<file path="config.mk">
export PLATFORM = sky130hd
export DESIGN_NAME = alu_muldiv_seq
export DESIGN_NICKNAME = d
export VERILOG_FILES = /design/src/rtl/alu_muldiv_seq.sv
export SDC_FILE = /design/constraint.sdc
export NUM_CORES = 1
export LEC_CHECK = 0
export CORE_AREA = 2 2 131 133
export CTS_CLUSTER_SIZE = 14
export DETAILED_ROUTE_END_ITERATION = 8
export DIE_AREA = 0 0 133 135
export GPL_ROUTABILITY_DRIVEN = 0
export PLACE_DENSITY = 0.77
export SYNTH_ARGS = -nofsm -noshare
export SYNTH_HDL_FRONTEND = slang
export SYNTH_SLANG_ARGS = --single-unit
</file>
<file path="constraint.sdc">
create_clock -name Clock -period 2.2 [get_ports Clock]
set_input_delay 0.33 -clock Clock [delete_from_list [all_inputs] [get_ports Clock]]
set_output_delay 0.33 -clock Clock [all_outputs]
set_load 0.02 [all_outputs]
</file>
<file path="src/rtl/alu_muldiv_seq.sv">
// rtl/alu_muldiv_seq.sv - multi-cycle 24-bit unsigned multiply/divide sequencer on the shared ALU
//
// Borrows the CPU's shared ALU for one add or subtract per cycle. Multiply is
// shift-add and divide is restoring. While busy it holds Stall and AluOwn high.
//
// Ports:
//   Clock, Reset        rising-edge clock, synchronous active-low reset
//   Start, IsDiv        request (sampled only in IDLE), 0 = multiply / 1 = divide
//   OpA, OpB            multiplicand / dividend, multiplier / divisor
//   AluResult, AluCout  shared ALU result bus and carry-out
//   AluA, AluB          ALU operands driven while the sequencer owns the ALU
//   AluBinvert, AluCin  ALU B-invert and carry-in (both 1 for subtract)
//   AluOp               ALU operation select
//   AluOwn, Stall       ALU input mux steering, datapath freeze
//   Done                one-cycle completion pulse
//   Hi, Lo              product[47:24] / remainder, product[23:0] / quotient
//   DivZero             last divide had a zero divisor
module alu_muldiv_seq #(
  parameter int         WIDTH  = 24,
  parameter logic [2:0] OP_ADD = 3'd2
) (
  input  logic             Clock,
  input  logic             Reset,
  input  logic             Start,
  input  logic             IsDiv,
  input  logic [WIDTH-1:0] OpA,
  input  logic [WIDTH-1:0] OpB,
  input  logic [WIDTH-1:0] AluResult,
  input  logic             AluCout,
  output logic [WIDTH-1:0] AluA,
  output logic [WIDTH-1:0] AluB,
  output logic             AluBinvert,
  output logic             AluCin,
  output logic [2:0]       AluOp,
  output logic             AluOwn,
  output logic             Stall,
  output logic             Done,
  output logic [WIDTH-1:0] Hi,
  output logic [WIDTH-1:0] Lo,
  output logic             DivZero
);

  localparam int              CNT_W    = $clog2(WIDTH + 1);
  localparam logic [CNT_W-1:0] CNT_LOAD = CNT_W'(WIDTH);
  localparam logic [CNT_W-1:0] CNT_ONE  = CNT_W'(1);

  typedef enum logic [1:0] {
    S_IDLE = 2'd0,
    S_MUL  = 2'd1,
    S_DIV  = 2'd2,
    S_DONE = 2'd3
  } state_t;

  state_t           state_q, state_d;
  logic [CNT_W-1:0] cnt_q, cnt_d;
  // acc: P_hi for multiply, R for divide
  // sh:  P_lo for multiply, Q for divide
  // m:   multiplicand M or divisor D
  logic [WIDTH-1:0] acc_q, acc_d;
  logic [WIDTH-1:0] sh_q, sh_d;
  logic [WIDTH-1:0] m_q, m_d;
  logic [WIDTH-1:0] hi_q, hi_d;
  logic [WIDTH-1:0] lo_q, lo_d;
  logic             divzero_q, divzero_d;

  // Restoring-divide step terms. The spill bit is the bit shifted out of R;
  // when it is set the partial remainder already exceeds D, so the subtract
  // always succeeds and AluResult's low WIDTH bits are the correct remainder.
  logic [WIDTH-1:0] div_s;
  logic             div_spill;
  logic             div_qb;

  assign div_s     = {acc_q[WIDTH-2:0], sh_q[WIDTH-1]};
  assign div_spill = acc_q[WIDTH-1];
  assign div_qb    = div_spill | AluCout;

  // State and datapath registers
  always_ff @(posedge Clock) begin
    if (!Reset) begin
      state_q   <= S_IDLE;
      cnt_q     <= '0;
      acc_q     <= '0;
      sh_q      <= '0;
      m_q       <= '0;
      hi_q      <= '0;
      lo_q      <= '0;
      divzero_q <= 1'b0;
    end else begin
      state_q   <= state_d;
      cnt_q     <= cnt_d;
      acc_q     <= acc_d;
      sh_q      <= sh_d;
      m_q       <= m_d;
      hi_q      <= hi_d;
      lo_q      <= lo_d;
      divzero_q <= divzero_d;
    end
  end

  // Next state and datapath update
  always_comb begin
    state_d   = state_q;
    cnt_d     = cnt_q;
    acc_d     = acc_q;
    sh_d      = sh_q;
    m_d       = m_q;
    hi_d      = hi_q;
    lo_d      = lo_q;
    divzero_d = divzero_q;

    unique case (state_q)
      S_IDLE: begin
        if (Start) begin
          if (IsDiv && (OpB == '0)) begin
            // Divide by zero completes immediately without borrowing the ALU
            state_d   = S_DONE;
            hi_d      = OpA;
            lo_d      = '1;
            divzero_d = 1'b1;
          end else begin
            state_d = IsDiv ? S_DIV : S_MUL;
            cnt_d   = CNT_LOAD;
            acc_d   = '0;
            sh_d    = IsDiv ? OpA : OpB;
            m_d     = IsDiv ? OpB : OpA;
          end
        end
      end

      S_MUL: begin
        // {AluCout, AluResult, P_lo} shifted right by one
        acc_d = {AluCout, AluResult[WIDTH-1:1]};
        sh_d  = {AluResult[0], sh_q[WIDTH-1:1]};
        cnt_d = cnt_q - CNT_ONE;
        if (cnt_q == CNT_ONE) begin
          state_d   = S_DONE;
          hi_d      = acc_d;
          lo_d      = sh_d;
          divzero_d = 1'b0;
        end
      end

      S_DIV: begin
        acc_d = div_qb ? AluResult : div_s;
        sh_d  = {sh_q[WIDTH-2:0], div_qb};
        cnt_d = cnt_q - CNT_ONE;
        if (cnt_q == CNT_ONE) begin
          state_d   = S_DONE;
          hi_d      = acc_d;
          lo_d      = sh_d;
          divzero_d = 1'b0;
        end
      end

      S_DONE: begin
        state_d = S_IDLE;
      end

      default: begin
        state_d = S_IDLE;
      end
    endcase
  end

  // Outputs decoded from state and registered datapath only
  always_comb begin
    AluA       = '0;
    AluB       = '0;
    AluBinvert = 1'b0;
    AluCin     = 1'b0;
    AluOp      = 3'd0;
    AluOwn     = 1'b0;
    Stall      = 1'b0;
    Done       = 1'b0;

    unique case (state_q)
      S_MUL: begin
        AluA   = acc_q;
        AluB   = sh_q[0] ? m_q : '0;
        AluOp  = OP_ADD;
        AluOwn = 1'b1;
        Stall  = 1'b1;
      end
      S_DIV: begin
        AluA       = div_s;
        AluB       = m_q;
        AluOp      = OP_ADD;
        AluBinvert = 1'b1;
        AluCin     = 1'b1;
        AluOwn     = 1'b1;
        Stall      = 1'b1;
      end
      S_DONE: begin
        Done = 1'b1;
      end
      default: begin
      end
    endcase
  end

  assign Hi      = hi_q;
  assign Lo      = lo_q;
  assign DivZero = divzero_q;

endmodule

</file>
# After elaboration in Yosys (flattened, before gate mapping)
# Index checks and enable logic that the tools add are counted.
totals:
  in_bits: 77
  register_bits: 128
classes:
  reduce_logical: 12
  muxes: 38
  add_sub_neg: 1
  n_eq_ne: 10
  bitwise: 2
ops:
  columns: ["cell", "count"]
  rows:
  - ["$mux 24", 16]
  - ["$pmux 24 s3", 4]
  - ["$pmux 24 s2", 2]
  - ["$logic_not 24->1", 1]
  - ["$mux 2", 5]
  - ["$mux 5", 2]
  - ["$ne 2x2->1 const B", 5]
  - ["$pmux 5 s2", 1]
  - ["$reduce_and 3->1", 3]
  - ["$mux 1", 6]
  - ["$pmux 2 s3", 1]
  - ["$eq 5x1->1 const B", 1]
  - ["$reduce_and 5->1", 1]
  - ["$sub 5x1->5 const B", 1]
  - ["$eq 2x2->1 const B", 2]
  - ["$reduce_and 4->1", 1]
  - ["$reduce_bool 3->1", 1]
  - ["$eq 2x1->1 const B", 1]
  - ["$logic_not 2->1", 1]
  - ["$ne 2x1->1 const B", 1]
  - ["$pmux 1 s2", 1]
  - ["$reduce_and 2->1", 1]
  - ["$reduce_bool 2->1", 1]
  - ["$reduce_or 2->1", 1]
  - ["other kinds (3)", 3]

# Longest topological paths before layout
logic_depth:
  word_depth: 5
  depth_mapped: 10
  ltp_nobuf: 7

# Worst setup path after synthesis
# Ideal clock, no wire load.
synth_path:
  path_type: "register to output"
  startpoint: "register state_q[1]"
  endpoint: "output AluA[14]"
  slack_ns: -0.171
  path_stages_with_launch: 9
  arrival_ns: 2.041
  cell_sequence: "dfxtp_1 > inv_1 > ha_1 > buf_4 > inv_2 > buf_2 > buf_1 > clkbuf_1 > a21oi_1"
synth_via:
  elab_chain_len: 2
synth_lines:
  columns: ["item", "line_no", "text"]
  rows:
  - ["start: declaration", "54", "state_t state_q, state_d;"]
  - ["start signal: assignment", "89", "state_q <= state_d;"]
  - ["$eq 2x2->1 or $eq 2x1->1 (tied branches)", "176", "unique case (state_q)"]
  - ["$pmux 24 s2 (*)", "176", null]
  - ["end: declaration", "30", "output logic [WIDTH-1:0] AluA,"]
# Every way passes the cells marked *; elsewhere a longest branch is shown, timed or not.

# Worst setup path after layout
layout_path:
  startpoint: "register state_q[0]"
  endpoint: "output AluB[13]"
layout_via:
  elab_chain_len: 2
layout_lines:
  columns: ["item", "line_no", "text"]
  rows:
  - ["$eq 2x2->1 or $eq 2x1->1 (tied branches)", "176", null]
  - ["$pmux 24 s2 (*)", "176", null]
  - ["end: declaration", "31", "output logic [WIDTH-1:0] AluB,"]
# Marks and branches as above.

==> qor.yml <==
grt_overflow: 0
ant_nets: 0
cts.sinks: 128
wl_per_cell_um: 17.9
holdWs_ns: 0.400
use_met1_pct: 36.1
layout_commonest_cell: "nand2_1"
cts_buffer_depth: 2
rsz0062_at_grt: "true"
max-cap-violations: 0
path_clk_slew_ns: 0.06
io_buffers: 179
period_minus_slack_ns: 2.19
crit_type: "register to output port"
coreArea_mm2: 0.0164
place_ws_ns: -0.358
hold_violations: 0
reg2regPathDepth: 11
dp_hpwl_um: 16900
ys_ff_latch: 128
cts_buffers: 17
first_pass_iters: 5
rows: 47
avgSynthCellArea_um2: 7.80
layout_common_cells: "nand2_1 (244), dfxtp_1 (126), clkdlybuf4s50_1 (126)"
critPathCaptureType: "output port"
fin_cells: 1379
finish.instance_area_mm2: 0.0107
crit_path_max_fanout: 6
synth_top_area_cell: "dfxtp_1"
hp-start: "Reset"
synth_async_sr_flop_share_pct: 0
via_count: 7784
synth_area_mm2: 0.00746
use_met2_pct: 41.7
max_clock_freq_mhz: 457
crit_required_ns: 1.87
ys_warn_count: 0
r2r_start: "state_q[0]"
grt_pass1_wl_um: 37900
drc: 0
critical_path_arrival_ns: 1.86
ioPinCount: 182
synth_top_area_share_pct: 34.4
synth_edf_count: 0
ys_types: 51
fp.dieH_um: 135
routed_via_density: 5.64
synth_ff_type: "dfxtp_1"
wl_um: 24700
drt_iter0_drc: 840
start_util_pct: 45.5
grt_max_degree: 108
tns_ns: 0
synth_area_leaders: "dfxtp_1 (34%), nand2_1 (12%), mux2i_1 (6.4%)"
status: "finished, final reports clean"
syn_to_final_growth_pct: 42.9
start_kind: "register"
rr_endpoint: "sh_q[8]"
peakVddDrop_mv: 0.829
endpoint: "AluB[13]"
top_usage_layer: "met2"
final_net_count: 1230
finalWorstSetupSlack_ns: 0.0106
finalClockSkew_ns: 0.00670
powerDensity_mw_per_mm2: 1140
die-area_mm2: 0.0180
hold_class: "primary input to register"
antenna_found_initial: 0
grtUsageTotal_pct: 26.7
slew_violations: 0
layout-drive-gt1-share_pct: 19.8
setup_viol: 0
placed_cell_area_mm2: 0.00994
cts-root-buf: "clkbuf_16"
cts_tree: "done"
htreeDepth: 4
cts_hold_buf: 0
yosysSeqAreaShare_pct: 34.4
synth_cells: 956
reg2reg_setup_slack_ns: 0.05
antenna_cells: 0
clk-insertion-delay-late_ns: 0.43
cp-startpoint: "state_q[0]"
period_share_pct: 99.5
place_inst: 1341
p_leak_nw: 4.29
use_met3_pct: 5.71
die_x_um: 133
grt_pass1_vias: 7240
worst max-delay path: stages (launching register included):
cell and delay, ns:
dfxtp_2 0.34, inv_4 0.05, ha_4 0.30, inv_6 0.05, nor2_4 0.18, buf_6 0.14, buf_16 0.11, and2_4 0.14
buf_6 0.11
timing repair:
action / in CTS / in global routing
setup buffers: 1 / 3
gates cloned: 3 / 1
endpoints found under the setup margin: 52 / 59
gates resized for setup: 186 / 69
pin swaps: 3 / 10
worst min path at each step:
stage / slack (ns) / cells after the start / endpoint
after floorplan: 0.44 / 2 / sh_q[2]
after global placement: 0.44 / 2 / Hi[15]
after global routing: 0.40 / 3 / m_q[7]
after CTS: 0.40 / 3 / m_q[7]
after detailed placement: 0.45 / 2 / Hi[3]
final: 0.40 / 3 / m_q[7]
synth_stat cells, types with 6 or more instances:
master / instances
o21ai_0: 33
mux2i_1: 48
nor4_1: 6
a221o_1: 24
buf_2: 22
o211ai_1: 23
o21ai_1: 20
clkbuf_1: 53
o211a_1: 48
buf_1: 7
nor2b_1: 25
nand2_1: 244
a21boi_1: 37
buf_4: 16
and2_1: 27
ha_1: 6
a21boi_0: 13
nand3_1: 27
o2111ai_1: 23
nand4_1: 26
nor2_1: 28
dfxtp_1: 128
a21oi_1: 31
power breakdown:
group          total, mW  switching (mW)  internal, mW
sequential          3.48           0.484          2.99
clock               2.77            1.09          1.69
combinational       5.93            3.42          2.50
sequential cells by signal (all words and copies together) (netlist names):
| name | cells |
|---|---|
| Lo | 24 |
| sh_q | 24 |
| acc_q | 24 |
| m_q | 24 |
| cnt_q | 5 |
| DivZero | 1 |
| state_q | 2 |
| Hi | 24 |
logic make-up after synthesis:
group | synth area share [%]
mux | 6.44
fa+ha+maj | 1.01
buf+inv | 7.10
other cells | 0.0503
simple gates | 24.3
flops | 34.4
compound gates | 26.7
cell type report:
type                       instances  area [um^2]
sequential                       128         2560
inverter                           5         26.3
timing repair buffer             275         2640
fill                            1365         5750
clock buffer                      18          439
tap                              220          275
clock inverter                    13          140
multi-input combinational        720         4580
routing by layer:
metal  part of all wire, %  routed length [um]  vias to the layer above
met2                    45               11200                      352
met5                     0                   0                        -
met4                   2.4                 604                        0
met1                    45               11000                     3618
li1                      -                   -                     3773
met3                   7.8                1920                       41
through the flow:
stage | utilization, % | total power, mW
after global routing | 65.0 | 12.8
after CTS | 64.6 | 11.9
after detailed placement | 60.6 | 8.93
final | 65.0 | 12.2
after global placement | 60.6 | 8.85
after floorplan | - | 6.85
Note: power is estimated with default switching activity, not from simulation.
